## src/rtl/s9_actividad1_if.sv

```systemverilog
// Bus between the board switches/button and the calculator outputs (display and LEDs).
// The master drives the user inputs; the slave is the calculator.
interface s9_actividad1_if;
  logic        Enter;
  logic [15:0] DataIn;
  logic [15:0] ToDisplay;
  logic [4:0]  Flags;
  logic [2:0]  Status;

  modport master (
    output Enter,
    output DataIn,
    input  ToDisplay,
    input  Flags,
    input  Status
  );

  modport slave (
    input  Enter,
    input  DataIn,
    output ToDisplay,
    output Flags,
    output Status
  );
endinterface

```

## src/rtl/s9_actividad1.sv

```systemverilog
// Four-step 16-bit calculator: latch A, B and an opcode on successive Enter presses,
// then show the ALU result and its {N,Z,C,V,P} flags until the next press.
module s9_actividad1 (
  input  logic             clk,
  input  logic             reset,
  s9_actividad1_if.slave   bus
);

  typedef enum logic [2:0] {
    ST_WAIT_A  = 3'd0,
    ST_LOAD_A  = 3'd1,
    ST_WAIT_B  = 3'd2,
    ST_LOAD_B  = 3'd3,
    ST_WAIT_OP = 3'd4,
    ST_LOAD_OP = 3'd5,
    ST_SHOW    = 3'd6
  } state_t;

  state_t      r_state;
  state_t      w_state_next;
  logic        r_enter_prev;
  logic [15:0] r_a;
  logic [15:0] r_b;
  logic [1:0]  r_op;

  logic        w_enter_rise;
  logic [15:0] w_b_eff;
  logic [16:0] w_sum;
  logic [15:0] w_result;
  logic        w_c;
  logic        w_v;
  logic        w_n;
  logic        w_z;
  logic        w_p;

  assign w_enter_rise = bus.Enter & ~r_enter_prev;

  always_ff @(posedge clk or posedge reset) begin
    if (reset) begin
      r_enter_prev <= 1'b0;
      r_state      <= ST_WAIT_A;
    end else begin
      r_enter_prev <= bus.Enter;
      r_state      <= w_state_next;
    end
  end

  // Load states advance unconditionally, so presses during them are dropped.
  always_comb begin
    w_state_next = ST_WAIT_A;
    case (r_state)
      ST_WAIT_A:  w_state_next = w_enter_rise ? ST_LOAD_A : ST_WAIT_A;
      ST_LOAD_A:  w_state_next = ST_WAIT_B;
      ST_WAIT_B:  w_state_next = w_enter_rise ? ST_LOAD_B : ST_WAIT_B;
      ST_LOAD_B:  w_state_next = ST_WAIT_OP;
      ST_WAIT_OP: w_state_next = w_enter_rise ? ST_LOAD_OP : ST_WAIT_OP;
      ST_LOAD_OP: w_state_next = ST_SHOW;
      ST_SHOW:    w_state_next = w_enter_rise ? ST_WAIT_A : ST_SHOW;
      default:    w_state_next = ST_WAIT_A;
    endcase
  end

  always_ff @(posedge clk or posedge reset) begin
    if (reset) begin
      r_a  <= 16'h0000;
      r_b  <= 16'h0000;
      r_op <= 2'b00;
    end else begin
      case (r_state)
        ST_LOAD_A:  r_a  <= bus.DataIn;
        ST_LOAD_B:  r_b  <= bus.DataIn;
        ST_LOAD_OP: r_op <= bus.DataIn[1:0];
        ST_SHOW: begin
          if (w_enter_rise) begin
            r_a  <= 16'h0000;
            r_b  <= 16'h0000;
            r_op <= 2'b00;
          end
        end
        default: ;
      endcase
    end
  end

  // Subtraction reuses the adder as A + ~B + 1, so C means "no borrow".
  assign w_b_eff = r_op[0] ? ~r_b : r_b;
  assign w_sum   = {1'b0, r_a} + {1'b0, w_b_eff} + {16'h0000, r_op[0]};

  always_comb begin
    w_result = 16'h0000;
    w_c      = 1'b0;
    w_v      = 1'b0;
    case (r_op)
      2'b00, 2'b01: begin
        w_result = w_sum[15:0];
        w_c      = w_sum[16];
        w_v      = (r_a[15] == w_b_eff[15]) && (w_sum[15] != r_a[15]);
      end
      2'b10:   w_result = r_a | r_b;
      default: w_result = r_a & r_b;
    endcase
  end

  assign w_n = w_result[15];
  assign w_z = (w_result == 16'h0000);
  assign w_p = ^w_result;

  always_comb begin
    bus.ToDisplay = bus.DataIn;
    bus.Flags     = 5'b00000;
    case (r_state)
      ST_WAIT_A,
      ST_WAIT_B:  bus.ToDisplay = bus.DataIn;
      ST_WAIT_OP: bus.ToDisplay = {14'h0000, bus.DataIn[1:0]};
      ST_LOAD_A:  bus.ToDisplay = r_a;
      ST_LOAD_B:  bus.ToDisplay = r_b;
      ST_LOAD_OP: bus.ToDisplay = {14'h0000, r_op};
      ST_SHOW: begin
        bus.ToDisplay = w_result;
        bus.Flags     = {w_n, w_z, w_c, w_v, w_p};
      end
      default:    bus.ToDisplay = bus.DataIn;
    endcase
  end

  assign bus.Status = r_state;

endmodule

```

## src/flat_wrapper.sv

```systemverilog
// flat-port wrapper written by rule: the top's interface ports become plain ports
module s9_actividad1_flat 
  (clk, reset, bus_Enter, bus_DataIn, bus_ToDisplay, bus_Flags, bus_Status);
  s9_actividad1_if bus_i ();
  input  logic clk;
  input  logic reset;
  input wire logic [$bits(bus_i.Enter)-1:0] bus_Enter;
  input wire logic [$bits(bus_i.DataIn)-1:0] bus_DataIn;
  output wire logic [$bits(bus_i.ToDisplay)-1:0] bus_ToDisplay;
  output wire logic [$bits(bus_i.Flags)-1:0] bus_Flags;
  output wire logic [$bits(bus_i.Status)-1:0] bus_Status;
  assign bus_i.Enter = bus_Enter;
  assign bus_i.DataIn = bus_DataIn;
  assign bus_ToDisplay = bus_i.ToDisplay;
  assign bus_Flags = bus_i.Flags;
  assign bus_Status = bus_i.Status;
  s9_actividad1 u_core (.clk(clk), .reset(reset), .bus(bus_i));
endmodule
```

## config.mk

```make
export PLATFORM = sky130hd
export DESIGN_NAME = s9_actividad1_flat
export DESIGN_NICKNAME = d
export VERILOG_FILES = /design/src/rtl/s9_actividad1_if.sv /design/src/rtl/s9_actividad1.sv /design/src/flat_wrapper.sv
export SDC_FILE = /design/constraint.sdc
export NUM_CORES = 1
export LEC_CHECK = 0
export CORE_ASPECT_RATIO = 2
export CORE_MARGIN = 2
export CORE_UTILIZATION = 40
export DETAILED_ROUTE_END_ITERATION = 8
export GPL_TIMING_DRIVEN = 0
export PLACE_DENSITY = 0.59
export RECOVER_POWER = 25
export SLEW_MARGIN = 10
export SYNTH_ARGS = -nofsm -noshare
export SYNTH_HDL_FRONTEND = slang
export SYNTH_SLANG_ARGS = --single-unit
```

## constraint.sdc

```tcl
create_clock -name clk -period 6.9 [get_ports clk]
set_input_delay 1.38 -clock clk [delete_from_list [all_inputs] [get_ports clk]]
set_output_delay 1.38 -clock clk [all_outputs]
set_load 0.1 [all_outputs]
```

Word-level counts from Yosys, hierarchy flattened
Index checks and enable logic that the tools add are counted.
{"block": "classes", "bitwise_logic": 5, "shift": 0, "magnitude_cmp": 0, "reduce_logical": 12, "div_mod_pow": 0, "muxes": 16, "n_mul": 0, "n_addsub": 2, "eq_ne": 11}
{"cell": "one-hot mux 16 bit (2 select lines)", "n": 3}
{"cell": "one-hot mux 16 bit (5 select lines)", "n": 1}
{"cell": "2-to-1 mux 16 bit", "n": 2}
{"cell": "one-hot mux 3 bit (7 select lines)", "n": 1}
{"cell": "adder 16 x 16 -> 17 bit", "n": 1}
{"cell": "adder 17 x 1 -> 17 bit", "n": 1}
{"cell": "bitwise AND 16 bit", "n": 1}
{"cell": "zero test 16 bit", "n": 1}
{"cell": "inverter 16 bit", "n": 1}
{"cell": "OR 16 bit", "n": 1}
{"cell": "parity 16 bit", "n": 1}
{"cell": "equality test 3 bit, second input constant", "n": 3}
{"cell": "equality test 3 x 2 -> 1 bit, second input constant", "n": 2}
{"cell": "AND reduction 2 bit", "n": 3}
{"cell": "nonzero test 2 bit", "n": 3}
{"cell": "2-to-1 mux 1 bit", "n": 5}
{"cell": "2-to-1 mux 5 bit", "n": 1}
{"cell": "one-hot mux 2 bit (2 select lines)", "n": 1}
{"cell": "equality test 3 x 1 -> 1 bit, second input constant", "n": 1}
{"cell": "zero test 3 bit", "n": 1}
{"cell": "2-to-1 mux 3 bit", "n": 1}
{"cell": "equality test 2 x 1 -> 1 bit, second input constant", "n": 1}
{"cell": "equality test 2 bit, second input constant", "n": 1}
{"cell": "zero test 2 bit", "n": 1}
{"cell": "8 further kinds", "n": 8}
{"block": "totals", "mem_bits_ro": 0, "n_memories": 0, "latch_bits": 0, "ff_bits": 38, "mem_bits_rw": 0}

Depth between registers and ports, before layout
Gate-level depths: netlist of run 1.
{"block": "logic_depth", "depth_word": 8, "ltp_mapped": 17, "depth_no_buf": 15}

Worst setup path before layout of run 1
Ideal clock, no wire load.
{"block": "synth_timing", "kind": "reg-to-output", "from": "register u_core.r_op[0]", "to": "output port bus_Flags[3]", "slack_ns": 0.315, "arrival_ns": 5.205, "n_path_buf": 3, "path_stages_with_launch": 15, "cell_sequence": "dfrtp_1 -> buf_1 -> buf_1 -> xor2_1 -> ha_1 -> buf_2 -> nand2_1 -> or3_1 -> a41oi_2 -> o211ai_1 -> a21o_1 -> a21oi_2 -> ha_1 -> nand4_1 -> nor3_1"}
{"block": "synth_via", "elab_chain_cells": 6, "word_cells_on_any_way": 10, "cone_classes": "2 x add/sub; 2 x eq/ne; 3 x mux; 3 x reduce/logical"}
{"element": "start, declared", "line_no": "s9_actividad1.sv:24", "text": "logic [1:0] r_op;"}
{"element": "start signal, assigned", "line_no": "s9_actividad1.sv:72", "text": "ST_LOAD_OP: r_op <= bus.DataIn[1:0];"}
{"element": "2-to-1 mux 16 bit", "line_no": "s9_actividad1.sv:86", "text": "assign w_b_eff = r_op[0] ? ~r_b : r_b;"}
{"element": "adder 16 x 16 -> 17 bit", "line_no": "s9_actividad1.sv:87", "text": "assign w_sum = {1'b0, r_a} + {1'b0, w_b_eff} + {16'h0000, r_op[0]};"}
{"element": "adder 17 x 1 -> 17 bit", "line_no": "s9_actividad1.sv:87"}
{"element": "one-hot mux 16 bit (2 select lines) *", "line_no": "s9_actividad1.sv:93", "text": "case (r_op)"}
{"element": "zero test 16 bit *", "line_no": "s9_actividad1.sv:105", "text": "assign w_z = (w_result == 16'h0000);"}
{"element": "2-to-1 mux 5 bit *", "line_no": "s9_actividad1.sv:111", "text": "case (r_state)"}
{"element": "end, declared", "line_no": "flat_wrapper.sv:10", "text": "output wire logic [$bits(bus_i.Flags)-1:0] bus_Flags;"}
Every way passes the cells marked *; elsewhere a longest branch is shown, timed or not.

Worst setup path in the final report of run 1
{"block": "layout_timing", "from": "register u_core.r_op[0]", "to": "output port bus_Flags[0]"}
{"block": "layout_via", "elab_chain_cells": 6, "word_cells_on_any_way": 10, "cone_classes": "2 x add/sub; 2 x eq/ne; 3 x mux; 3 x reduce/logical"}
{"element": "2-to-1 mux 16 bit", "line_no": "s9_actividad1.sv:86"}
{"element": "adder 16 x 16 -> 17 bit", "line_no": "s9_actividad1.sv:87"}
{"element": "adder 17 x 1 -> 17 bit", "line_no": "s9_actividad1.sv:87"}
{"element": "one-hot mux 16 bit (2 select lines) *", "line_no": "s9_actividad1.sv:93"}
{"element": "parity 16 bit *", "line_no": "s9_actividad1.sv:106", "text": "assign w_p = ^w_result;"}
{"element": "2-to-1 mux 5 bit *", "line_no": "s9_actividad1.sv:111"}
Marks and branches as above.

==> tab_implementation.tex, run 1 <==
\begin{tabular}{lr}
\hline
Metric & Value \\
\hline
\multicolumn{2}{l}{\textbf{Outcome}} \\
\quad Run status & finished, violations left \\
\quad Failing checks & max-capacitance violations, max-slew violations \\
\multicolumn{2}{l}{\textbf{Detailed routing}} \\
\quad Final routed wirelength across all metal layers & 13.1 mm \\
\quad Post-route DRC violation count & 0 \\
\quad Residual antenna-violating net count after detailed routing & 0 \\
\quad Detailed Route Iter0 Violations & 233 \\
\quad First-pass iteration count of the detailed router & 5 \\
\quad DR vias & 3772 \\
\quad Via-to-Cell Ratio & 6.22 \\
\quad Final routed wire length divided by cell count & 21.6 um \\
\multicolumn{2}{l}{\textbf{Worst setup path}} \\
\quad Worst r2r dst & u\_core.r\_a[8] \\
\quad Bufs and invs on worst path & 4 \\
\quad Series of cell instances along the critical path & buf\_1, clkbuf\_2, xor2\_1, ha\_1, buf\_2, nand2\_1, or3\_1, a41oi\_2, o21ai\_1, a21oi\_2, xor2\_1, mux2i\_1, ha\_1, xor2\_1, xnor2\_1, xnor2\_1, nor2\_1, clkdlybuf4s15\_2 \\
\quad CP most frequent cell & xor2\_1 \\
\quad Data required time of the critical path & 5520 ps \\
\quad Kind of start point of the critical path & flop \\
\quad Kind of critical path & flop to output port \\
\quad Nature of the critical path endpoint & output port \\
\quad Reg-to-reg startpoint & u\_core.bus.Status[2] \\
\quad Data arrival time of the critical path & 5220 ps \\
\quad Critical path's slowest cell & buf\_1 \\
\quad Family of cells with the greatest summed delay on the critical path & buffers and inverters \\
\quad Worst Path Max Fanout & 10 \\
\quad Slowest stage delay, CP & 610 ps \\
\quad Reg2Reg Setup Slack & 4360 ps \\
\quad Worst r2r path cells & 5 \\
\multicolumn{2}{l}{\textbf{CTS}} \\
\quad H-tree depth reported by CTS & 2 \\
\quad CTS Root Buffer Type & clkbuf\_16 \\
\quad Source-to-sink clock delay at the later pin of the worst-skew pair & 290 ps \\
\quad Worst-path clk slew & 60 ps \\
\quad Post-CTS setup buffers & 0 \\
\quad Clk sinks & 38 \\
\quad Cts bufs inserted & 5 \\
\quad \# hold bufs at CTS & 0 \\
\quad Clock tree from TritonCTS & done \\
\quad Maximum root-to-sink buffer count & 2 \\
\multicolumn{2}{l}{\textbf{STA}} \\
\quad Total of endpoints with negative setup slack in the final report & 0 \\
\quad Slew at the pin closest to its max-slew limit & 2210 ps \\
\quad Total count of hold-check failures in the final report & 0 \\
\quad Max Clock Freq & 151 MHz \\
\quad Final number of max-transition violations & 38 \\
\quad Max-slew headroom at the worst pin & -0.472 \\
\quad Clock Skew & 2.41 ps \\
\quad Final critical-path required period & 6600 ps \\
\quad Setup repair after global routing missed its margin & false \\
\quad Tcrit/Tclk final & 0.957 \\
\multicolumn{2}{l}{\textbf{Placed design}} \\
\quad DP Wirelength & 9.84 mm \\
\quad Number of input and output port buffers inserted & 42 \\
\quad Placed Cells & 598 \\
\quad Routability congestion estimate from global placement & 0.940 \\
\multicolumn{2}{l}{\textbf{Final layout}} \\
\quad Cell Count, Final, Fillers Out & 606 \\
\quad Area occupied by multi-input gates & 0.00254 mm2 \\
\quad Fillers & 892 \\
\quad Fraction of final layout cells sized beyond drive strength 1 & 0.0615 \\
\quad Number of nets in the finished design & 550 \\
\quad Antenna Cells & 0 \\
\quad Sequential Area & 951 um2 \\
\quad Layout-stage area growth over the synthesis result & 19.3\% \\
\multicolumn{2}{l}{\textbf{Synth}} \\
\quad Post-synthesis async set-or-reset flop share & 1.00 \\
\quad Cell type contributing the most total cell area after synthesis & dfrtp\_1 \\
\quad Post-synthesis xor/xnor area fraction & 0.0841 \\
\quad Largest cells by area after synthesis & dfrtp\_1 (26\%), ha\_1 (9.3\%), nand2\_1 (9.0\%), o21ai\_0 (5.2\%), xor2\_1 (4.8\%) \\
\quad Synthesized-area fraction occupied by and/or/nand/nor cells & 0.160 \\
\quad Proportion of synthesized area in mux cells & 0.0783 \\
\quad Yosys warning total & 0 \\
\quad Number of library cell types mapped by synthesis & 52 \\
\quad Mean Syn Cell Area & 8.01 um2 \\
\quad Combined area of all synthesized cells & 0.00363 mm2 \\
\quad Portion of the post-synthesis area used by sequential elements & 0.262 \\
\quad Adder-Cell Fraction of Synth Area & 0.129 \\
\quad Dominant combinational cell family by area after synthesis & compound AO/OA/AOI/OAI gates \\
\quad Top cells by instance count after synthesis & nand2\_1 (87), dfrtp\_1 (38), o21ai\_0 (38) \\
\quad Area share of the leading cell type in the synthesized netlist & 0.262 \\
\quad Syn\_nets & 500 \\
\quad Main flop type after synthesis & dfrtp\_1 \\
\quad Register bit total from synthesis & 38 \\
\quad Compound-cell area share of the yosys netlist & 0.248 \\
\quad Dominant cell by count in the synthesized netlist & nand2\_1 \\
\quad Count of flip-flops with a built-in enable after synthesis & 0 \\
\quad Post-synthesis instance total & 453 \\
\multicolumn{2}{l}{\textbf{GRT}} \\
\quad Initial antenna violation count & 0 \\
\quad Wire length of the first global-routing pass & 20.3 mm \\
\quad Overall track demand over capacity in global routing & 0.267 \\
\quad GRT Residual Overflow & 0 \\
\quad Number of global-route vias before repair & 3820 \\
\quad Maximum number of pins on one net before global-route repair & 38 \\
\multicolumn{2}{l}{\textbf{Floorplan}} \\
\quad Total number of placement rows & 49 \\
\quad Die X & 71.3 um \\
\quad Starting density of the core & 0.408 \\
\quad Die area & 0.00989 mm2 \\
\quad Y dimension of the die & 139 um \\
\quad Placeable Area & 0.00889 mm2 \\
\quad Boundary pin count & 43 \\
\multicolumn{2}{l}{\textbf{Hold path}} \\
\quad Worst min-delay path startpoint & u\_core.r\_a[4] \\
\quad Endpoint with the worst hold slack & u\_core.r\_a[4] \\
\quad Hold path depth & 2 \\
\quad Hold/Removal Path Class & flop to flop \\
\multicolumn{2}{l}{\textbf{Job}} \\
\quad Count of max-cap constraint violations & 1 \\
\hline
\end{tabular}
## flip-flops by register name, indices dropped and copies added (netlist names)
name                 count
u_core.bus.Status        3
u_core.r_op              2
u_core.r_b              16
u_core.r_a              16
u_core.r_enter_prev      1
## worst max-delay path by stage
stage	start	to	cells after the start
6_report	u_core.r_op[0]	bus_Flags[0]	18
4_1_cts	u_core.r_op[0]	bus_Flags[0]	18
3_3_place_gp	u_core.r_op[0]	bus_Flags[0]	18
2_1_floorplan	u_core.r_op[0]	bus_Flags[3]	14
5_1_grt	u_core.r_op[0]	bus_Flags[0]	18
3_5_place_dp	u_core.r_op[0]	bus_Flags[0]	18
## kinds of logic after synthesis
family,Yosys count
AO/OA/AOI/OAI,143
XOR/XNOR,34
adder cells (fa/ha/maj),39
buffers and inverters,36
flip-flops,38
multiplexers,24
AND/OR/NAND/NOR,139
## worst min-delay path, delay by kind of cell, from the launching register on
kind             cells  cell delay [ps]
AO/OA/AOI/OAI        1               70
flip-flops           1              390
AND/OR/NAND/NOR      1               60
## cell type report
class / instances / share of cell area
Tap cell: 102 / 0.0295
Buffer: 26 / 0.0237
Clock buffer: 7 / 0.0329
Inverter: 10 / 0.00867
Clock inverter: 1 / 0.00116
Sequential cell: 38 / 0.220
Timing Repair Buffer: 43 / 0.0980
Multi-Input combinational cell: 379 / 0.586
## placed cells by master (no fill, tap or decap), types with 2 or more instances in the layout
master           instances
buf_1                    3
xnor2_1                 13
nor3_1                   3
o21ai_1                 21
a221oi_1                 4
inv_2                    3
mux2_2                   7
a22o_1                  10
a21oi_1                 32
dfrtp_1                 38
dlygate4sd3_1            2
a22oi_1                  2
nand4_1                  3
nand2_1                 87
mux2_1                   5
o22ai_1                  6
a221o_1                  4
a21oi_2                  2
o21a_1                   6
buf_2                    3
nand3_1                 11
nor2_1                  22
clkdlybuf4s50_1         38
inv_1                    7
clkbuf_16                5
xor2_1                  20
mux2i_1                 10
o21ai_0                 38
ha_1                    27
or3_1                    4
nor2b_1                  4
a211oi_1                 2
a222oi_1                 3
a21o_1                   3
clkbuf_1                21
maj3_1                  11
## per-stage QoR
stage	setup slack (ps)	instance area, um2	utilization	hold slack, ps	setup TNS, ps
3_5_place_dp	-198	4200	0.472	545	-198
4_1_cts	37.3	4340	0.489	561	0
5_1_grt	121	4330	0.487	596	0
6_report	297	4330	0.487	559	0
2_1_floorplan	315	3630	-	493	0
3_3_place_gp	-224	4180	0.470	528	-224
## metal layers
metal / up-vias / routed length, um / global-route usage
li1: 1727 / - / -
met1: 1815 / 4710 / 0.297
met2: 166 / 7010 / 0.477
met3: 64 / 656 / 0.0334
met4: 0 / 742 / 0.146
met5: - / 0 / 0
## timing repair
action	in CTS	in global routing
cloned	0	0
pin swaps	0	0
resized for setup	4	1
endpoints found under the setup margin	2	2
Power of run 1 is left out: the tool's default activity adds up to more than one toggle a clock period on the data nets, which glitch-free logic cannot reach.
==> inputs of run 2 (changes only) <==
--- a/config.mk
+++ b/config.mk
@@ -10,7 +10,6 @@
 export CORE_UTILIZATION = 40
 export DETAILED_ROUTE_END_ITERATION = 8
 export GPL_TIMING_DRIVEN = 0
-export PLACE_DENSITY = 0.59
 export RECOVER_POWER = 25
 export SLEW_MARGIN = 10
 export SYNTH_ARGS = -nofsm -noshare
==> tab_implementation.tex, run 2 (synthesis results as in run 1) <==
\begin{tabular}{lr}
\hline
Metric & Value \\
\hline
\multicolumn{2}{l}{\textbf{Outcome}} \\
\quad Run status & finished, violations left (unchanged) \\
\quad Failing checks & max-capacitance violations, max-slew violations (unchanged) \\
\multicolumn{2}{l}{\textbf{Floorplan}} \\
\quad Starting density of the core & 0.408 (unchanged) \\
\quad Placeable Area & 0.00889 mm2 (unchanged) \\
\quad Boundary pin count & 43 (unchanged) \\
\quad Die X & 71.3 um (unchanged) \\
\quad Y dimension of the die & 139 um (unchanged) \\
\quad Die area & 0.00989 mm2 (unchanged) \\
\quad Total number of placement rows & 49 (unchanged) \\
\multicolumn{2}{l}{\textbf{Hold path}} \\
\quad Hold/Removal Path Class & flop to flop (unchanged) \\
\quad Endpoint with the worst hold slack & u\_core.r\_a[3] (was u\_core.r\_a[4]) \\
\quad Hold path depth & 2 (unchanged) \\
\quad Worst min-delay path startpoint & u\_core.r\_a[3] (was u\_core.r\_a[4]) \\
\multicolumn{2}{l}{\textbf{CTS}} \\
\quad Clock tree from TritonCTS & done (unchanged) \\
\quad Source-to-sink clock delay at the later pin of the worst-skew pair & 290 ps (about the same) \\
\quad CTS Root Buffer Type & clkbuf\_16 (unchanged) \\
\quad Maximum root-to-sink buffer count & 2 (unchanged) \\
\quad Post-CTS setup buffers & 0 (unchanged) \\
\quad H-tree depth reported by CTS & 2 (unchanged) \\
\quad Clk sinks & 38 (unchanged) \\
\quad Cts bufs inserted & 5 (unchanged) \\
\quad \# hold bufs at CTS & 0 (unchanged) \\
\quad Worst-path clk slew & 60 ps (about the same) \\
\multicolumn{2}{l}{\textbf{STA}} \\
\quad Total count of hold-check failures in the final report & 0 (unchanged) \\
\quad Max-slew headroom at the worst pin & -0.0254 (was -0.472) \\
\quad Setup repair after global routing missed its margin & false (unchanged) \\
\quad Final number of max-transition violations & 27 (was 38) \\
\quad Setup tns final & 0 ps (unchanged) \\
\quad Slew at the pin closest to its max-slew limit & 1540 ps (was 2210 ps) \\
\quad Worst-case hold slack & 557 ps (was 559 ps) \\
\quad Clock Skew & 3.53 ps (was 2.41 ps) \\
\quad Final critical-path required period & 6340 ps (was 6600 ps) \\
\quad Tcrit/Tclk final & 0.918 (was 0.957) \\
\quad Total of endpoints with negative setup slack in the final report & 0 (unchanged) \\
\quad Max Clock Freq & 158 MHz (was 151 MHz) \\
\multicolumn{2}{l}{\textbf{Job}} \\
\quad Count of max-cap constraint violations & 1 (unchanged) \\
\multicolumn{2}{l}{\textbf{Detailed routing}} \\
\quad Final routed wirelength across all metal layers & 13.2 mm (was 13.1 mm) \\
\quad First-pass iteration count of the detailed router & 5 (unchanged) \\
\quad Final routed wire length divided by cell count & 21.8 um (was 21.6 um) \\
\quad Via-to-Cell Ratio & 6.17 (was 6.22) \\
\quad DR vias & 3740 (was 3772) \\
\quad Residual antenna-violating net count after detailed routing & 0 (unchanged) \\
\quad Post-route DRC violation count & 0 (unchanged) \\
\quad Detailed Route Iter0 Violations & 268 (was 233) \\
\multicolumn{2}{l}{\textbf{Final layout}} \\
\quad Layout-stage area growth over the synthesis result & 19.3\% (about the same) \\
\quad Commonest non-fill, non-tap cell in the layout & nand2\_1 (unchanged) \\
\quad Top library cells by usage in the layout, fill and taps aside & nand2\_1 (87), o21ai\_0 (38), clkdlybuf4s50\_1 (38), dfrtp\_1 (38), a21oi\_1 (32) (unchanged) \\
\quad Number of nets in the finished design & 550 (unchanged) \\
\quad Fraction of final layout cells sized beyond drive strength 1 & 0.0635 (was 0.0615) \\
\quad Antenna Cells & 0 (unchanged) \\
\multicolumn{2}{l}{\textbf{GRT}} \\
\quad GRT Residual Overflow & 0 (unchanged) \\
\quad Overall track demand over capacity in global routing & 0.276 (was 0.267) \\
\quad Maximum number of pins on one net before global-route repair & 27 (was 38) \\
\quad Number of global-route vias before repair & 3903 (was 3820) \\
\quad Wire length of the first global-routing pass & 20.8 mm (was 20.3 mm) \\
\quad Initial antenna violation count & 0 (unchanged) \\
\multicolumn{2}{l}{\textbf{Placed design}} \\
\quad DP Wirelength & 9.99 mm (was 9.84 mm) \\
\quad Routability congestion estimate from global placement & 0.996 (was 0.940) \\
\quad Number of input and output port buffers inserted & 42 (unchanged) \\
\multicolumn{2}{l}{\textbf{Worst setup path}} \\
\quad Reg-to-reg startpoint & u\_core.bus.Status[2] (unchanged) \\
\quad Worst r2r dst & u\_core.r\_a[11] (was u\_core.r\_a[8]) \\
\quad Data arrival time of the critical path & 4960 ps (was 5220 ps) \\
\quad Reg2Reg Setup Slack & 4270 ps (was 4360 ps) \\
\quad Kind of critical path & flop to output port (unchanged) \\
\quad Worst Path Max Fanout & 10 (unchanged) \\
\quad Kind of start point of the critical path & flop (unchanged) \\
\quad Nature of the critical path endpoint & output port (unchanged) \\
\quad Data required time of the critical path & 5520 ps (about the same) \\
\quad Worst r2r path cells & 5 (unchanged) \\
\hline
\end{tabular}
run 2: timing repair:
action                                  in CTS  in global routing
endpoints found under the setup margin       2                  2
cloned                                       0                  0
resized for setup                            4                  2
pin swaps                                    0                  0
run 2: per-layer routing:
layer,up-vias,global-route usage,wire length [um]
li1,1730,-,-
met1,1790,0.306,4720
met2,164,0.476,6910
met3,56,0.0371,746
met4,0,0.183,860
met5,-,0,0
run 2: stage by stage:
| stage | area (um2) | util | setup WS, ps | instances |
|---|---|---|---|---|
| 2_1_floorplan | 3630 | - | 315 | 453 |
| 3_3_place_gp | 4180 | 0.470 | -183 | 597 |
| 3_5_place_dp | 4200 | 0.472 | -253 | 598 |
| 4_1_cts | 4340 | 0.489 | 22.6 | 606 |
| 5_1_grt | 4330 | 0.487 | 228 | 606 |
| 6_report | 4330 | 0.487 | 562 | 606 |
run 2: worst max-delay path by stage:
stage	startpoint	end	slack, ps	cells after the start
4_1_cts	u_core.r_op[0]	bus_Flags[0]	20	18
6_report	u_core.r_op[0]	bus_Flags[0]	560	18
3_3_place_gp	u_core.r_op[0]	bus_Flags[0]	-180	18
2_1_floorplan	u_core.r_op[0]	bus_Flags[3]	320	14
3_5_place_dp	u_core.r_op[0]	bus_Flags[0]	-250	18
5_1_grt	u_core.r_op[0]	bus_Flags[0]	230	16
run 2: area by class of cell:
cell class / count / area [um2]
clock buffers: 7 / 143
multi-input cells: 379 / 2540
fillers: 902 / 4560
flip-flops and latches: 38 / 951
clock inverters: 1 / 5.00
repair buffers: 43 / 424
well taps: 102 / 128
inverters: 10 / 37.5
plain buffers: 26 / 104
run 2: critical path, stage by stage (launching register included):
cell and delay [ps]:
dfrtp_1 420, clkbuf_2 370, clkbuf_2 430, xor2_1 130
ha_1 290, buf_2 180, nand2_1 80, or3_1 380
a41oi_2 270, o21ai_1 150, and2b_1 210, xnor2_2 140
mux2i_1 190, ha_1 280, xor2_1 180, xnor2_1 130
xnor2_1 120, nor2_1 130, clkdlybuf4s15_2 580
Power of run 2 is left out for the same reason.
==> inputs of run 3 (changes only) <==
--- a/config.mk
+++ b/config.mk
@@ -8,10 +8,11 @@
 export CORE_ASPECT_RATIO = 2
 export CORE_MARGIN = 2
 export CORE_UTILIZATION = 40
+export CTS_CLUSTER_DIAMETER = 40
 export DETAILED_ROUTE_END_ITERATION = 8
 export GPL_TIMING_DRIVEN = 0
 export RECOVER_POWER = 25
-export SLEW_MARGIN = 10
+export SKIP_LAST_GASP = 1
 export SYNTH_ARGS = -nofsm -noshare
 export SYNTH_HDL_FRONTEND = slang
 export SYNTH_SLANG_ARGS = --single-unit
==> tab_implementation.tex, run 3 (synthesis results as in run 1) <==
\begin{tabular}{lr}
\hline
Metric & Value \\
\hline
\multicolumn{2}{l}{\textbf{Outcome}} \\
\quad Run status & finished, violations left (unchanged) \\
\quad Failing checks & max-capacitance violations, max-slew violations (unchanged) \\
\multicolumn{2}{l}{\textbf{Worst setup path}} \\
\quad Kind of critical path & flop to output port (unchanged) \\
\quad Slowest stage delay, CP & 860 ps (was 580 ps) \\
\quad Data arrival time of the critical path & 5280 ps (was 4960 ps) \\
\quad Kind of start point of the critical path & flop (unchanged) \\
\quad Worst Path Max Fanout & 10 (unchanged) \\
\quad Family of cells with the greatest summed delay on the critical path & buffers and inverters (unchanged) \\
\quad CP most frequent cell & ha\_1 \\
\quad Data required time of the critical path & 5520 ps (about the same) \\
\quad Nature of the critical path endpoint & output port (unchanged) \\
\quad Series of cell instances along the critical path & buf\_1, clkbuf\_2, xor2\_1, ha\_1, buf\_2, nand2\_1, or3\_1, a41oi\_2, o211ai\_1, a21o\_1, a21oi\_2, ha\_1, nand4\_1, nor3\_1, clkdlybuf4s15\_1 (was clkbuf\_2, clkbuf\_2, xor2\_1, ha\_1, buf\_2, nand2\_1, or3\_1, a41oi\_2, o21ai\_1, and2b\_1, xnor2\_2, mux2i\_1, ha\_1, xor2\_1, xnor2\_1, xnor2\_1, nor2\_1, clkdlybuf4s15\_2) \\
\quad Bufs and invs on worst path & 4 (unchanged) \\
\quad Critical path's slowest cell & clkdlybuf4s15\_1 (was clkdlybuf4s15\_2) \\
\multicolumn{2}{l}{\textbf{Floorplan}} \\
\quad Die area & 0.00989 mm2 (unchanged) \\
\quad Placeable Area & 0.00889 mm2 (unchanged) \\
\quad Starting density of the core & 0.408 (unchanged) \\
\quad Die X & 71.3 um (unchanged) \\
\quad Y dimension of the die & 139 um (unchanged) \\
\quad Boundary pin count & 43 (unchanged) \\
\quad Total number of placement rows & 49 (unchanged) \\
\multicolumn{2}{l}{\textbf{Job}} \\
\quad Count of max-cap constraint violations & 1 (unchanged) \\
\multicolumn{2}{l}{\textbf{Placed design}} \\
\quad Placed Cells & 597 (was 598) \\
\quad DP Wirelength & 9.86 mm (was 9.99 mm) \\
\quad Number of input and output port buffers inserted & 42 (unchanged) \\
\quad Routability congestion estimate from global placement & 0.996 (unchanged) \\
\multicolumn{2}{l}{\textbf{GRT}} \\
\quad Initial antenna violation count & 0 (unchanged) \\
\quad Overall track demand over capacity in global routing & 0.273 (was 0.276) \\
\quad Wire length of the first global-routing pass & 20.7 mm (was 20.8 mm) \\
\quad Number of global-route vias before repair & 3883 (was 3903) \\
\quad GRT Residual Overflow & 0 (unchanged) \\
\quad Maximum number of pins on one net before global-route repair & 39 (was 27) \\
\multicolumn{2}{l}{\textbf{Final layout}} \\
\quad Commonest non-fill, non-tap cell in the layout & nand2\_1 (unchanged) \\
\quad Fraction of final layout cells sized beyond drive strength 1 & 0.0616 (was 0.0635) \\
\quad Cell Count, Final, Fillers Out & 605 (was 606) \\
\quad Layout-stage area growth over the synthesis result & 19.1\% (was 19.3\%) \\
\quad Sequential Area & 951 um2 (unchanged) \\
\quad Top library cells by usage in the layout, fill and taps aside & nand2\_1 (87), o21ai\_0 (38), clkdlybuf4s50\_1 (38), dfrtp\_1 (38), a21oi\_1 (32) (unchanged) \\
\quad Post-route core utilization & 0.486 (was 0.487) \\
\quad Number of nets in the finished design & 549 (was 550) \\
\quad Area occupied by multi-input gates & 0.00254 mm2 (unchanged) \\
\quad Fillers & 900 (was 902) \\
\quad Antenna Cells & 0 (unchanged) \\
\multicolumn{2}{l}{\textbf{Detailed routing}} \\
\quad DR vias & 3746 (was 3740) \\
\quad Post-route DRC violation count & 0 (unchanged) \\
\quad First-pass iteration count of the detailed router & 5 (unchanged) \\
\quad Final routed wire length divided by cell count & 21.8 um (about the same) \\
\quad Final routed wirelength across all metal layers & 13.2 mm (about the same) \\
\quad Via-to-Cell Ratio & 6.19 (was 6.17) \\
\quad Detailed Route Iter0 Violations & 341 (was 268) \\
\quad Residual antenna-violating net count after detailed routing & 0 (unchanged) \\
\multicolumn{2}{l}{\textbf{STA}} \\
\quad Final number of max-transition violations & 39 (was 27) \\
\quad Max-slew headroom at the worst pin & -0.0559 (was -0.0254) \\
\quad Clock Skew & 3.77 ps (was 3.53 ps) \\
\quad Final critical-path required period & 6660 ps (was 6340 ps) \\
\quad Slew at the pin closest to its max-slew limit & 1580 ps (was 1540 ps) \\
\quad Setup repair after global routing missed its margin & false (unchanged) \\
\quad Total count of hold-check failures in the final report & 0 (unchanged) \\
\quad Tcrit/Tclk final & 0.965 (was 0.918) \\
\quad Max Clock Freq & 150 MHz (was 158 MHz) \\
\quad Total of endpoints with negative setup slack in the final report & 0 (unchanged) \\
\multicolumn{2}{l}{\textbf{Hold path}} \\
\quad Hold/Removal Path Class & flop to flop (unchanged) \\
\multicolumn{2}{l}{\textbf{CTS}} \\
\quad CTS Root Buffer Type & clkbuf\_16 (unchanged) \\
\quad H-tree depth reported by CTS & 2 (unchanged) \\
\quad Worst-path clk slew & 60 ps (about the same) \\
\quad Cts bufs inserted & 5 (unchanged) \\
\quad Clk sinks & 38 (unchanged) \\
\quad Clock tree from TritonCTS & done (unchanged) \\
\quad Post-CTS setup buffers & 0 (unchanged) \\
\quad Source-to-sink clock delay at the later pin of the worst-skew pair & 290 ps (about the same) \\
\quad Maximum root-to-sink buffer count & 2 (unchanged) \\
\hline
\end{tabular}
## run 3: changes by cell type in the layout (fill, tap and decap cells not counted)
| cell | before | now |
|---|---|---|
| dlygate4sd2_1 | 1 | 0 |
| clkbuf_1 | 21 | 20 |
| clkdlybuf4s15_1 | 0 | 1 |
| buf_1 | 2 | 3 |
| clkdlybuf4s15_2 | 1 | 0 |
## run 3: layer usage
metal	vias up	share of wire	track usage	routed length (um)
met2	169	0.53	0.478	7000
met1	1793	0.36	0.301	4740
met4	0	0.058	0.174	768
li1	1730	-	-	-
met3	54	0.052	0.0327	679
met5	-	0	0	0
## run 3: final cells by class
class	count	share of cell area
repair buffers	42	0.0961
well taps	102	0.0295
multi-input cells	379	0.588
plain buffers	26	0.0237
clock buffers	7	0.0330
flip-flops and latches	38	0.220
inverters	10	0.00869
clock inverters	1	0.00116
## run 3: through the flow
stage	TNS [ps]	hold WS [ps]	area, um2	setup WS (ps)
4_1_cts	-251	564	4320	-251
6_report	0	556	4320	242
3_3_place_gp	-183	524	4180	-183
5_1_grt	0	606	4320	68.9
2_1_floorplan	0	493	3630	315
3_5_place_dp	-244	549	4180	-244
## run 3: worst register-to-register path, stage by stage (launching register included)
cell	delay (ps)
dfrtp_1	340
clkbuf_1	530
nor2_1	290
a21oi_1	510
clkbuf_1	580
o21ai_0	210
## run 3: worst paths after layout
path | from | end | slack [ps] | cells after the start
hold / removal | u_core.r_b[3] | u_core.r_b[3] | 560 | 2
setup reg to reg | u_core.bus.Status[2] | u_core.r_a[14] | 4290 | 5
max in group asynchronous | reset | u_core.r_a[9] | 3950 | 2
setup / recovery | u_core.r_op[0] | bus_Flags[3] | 240 | 15
min in group asynchronous | reset | u_core.r_b[14] | 2010 | 2
hold reg to reg | u_core.r_b[3] | u_core.r_b[3] | 560 | 2
## run 3: repair_timing
item | 4_1_cts | 5_1_grt
resized for setup | 3 | 3
hold buffers | 0 | 0
endpoints found under the setup margin | 2 | 2
Power of run 3 is left out for the same reason.
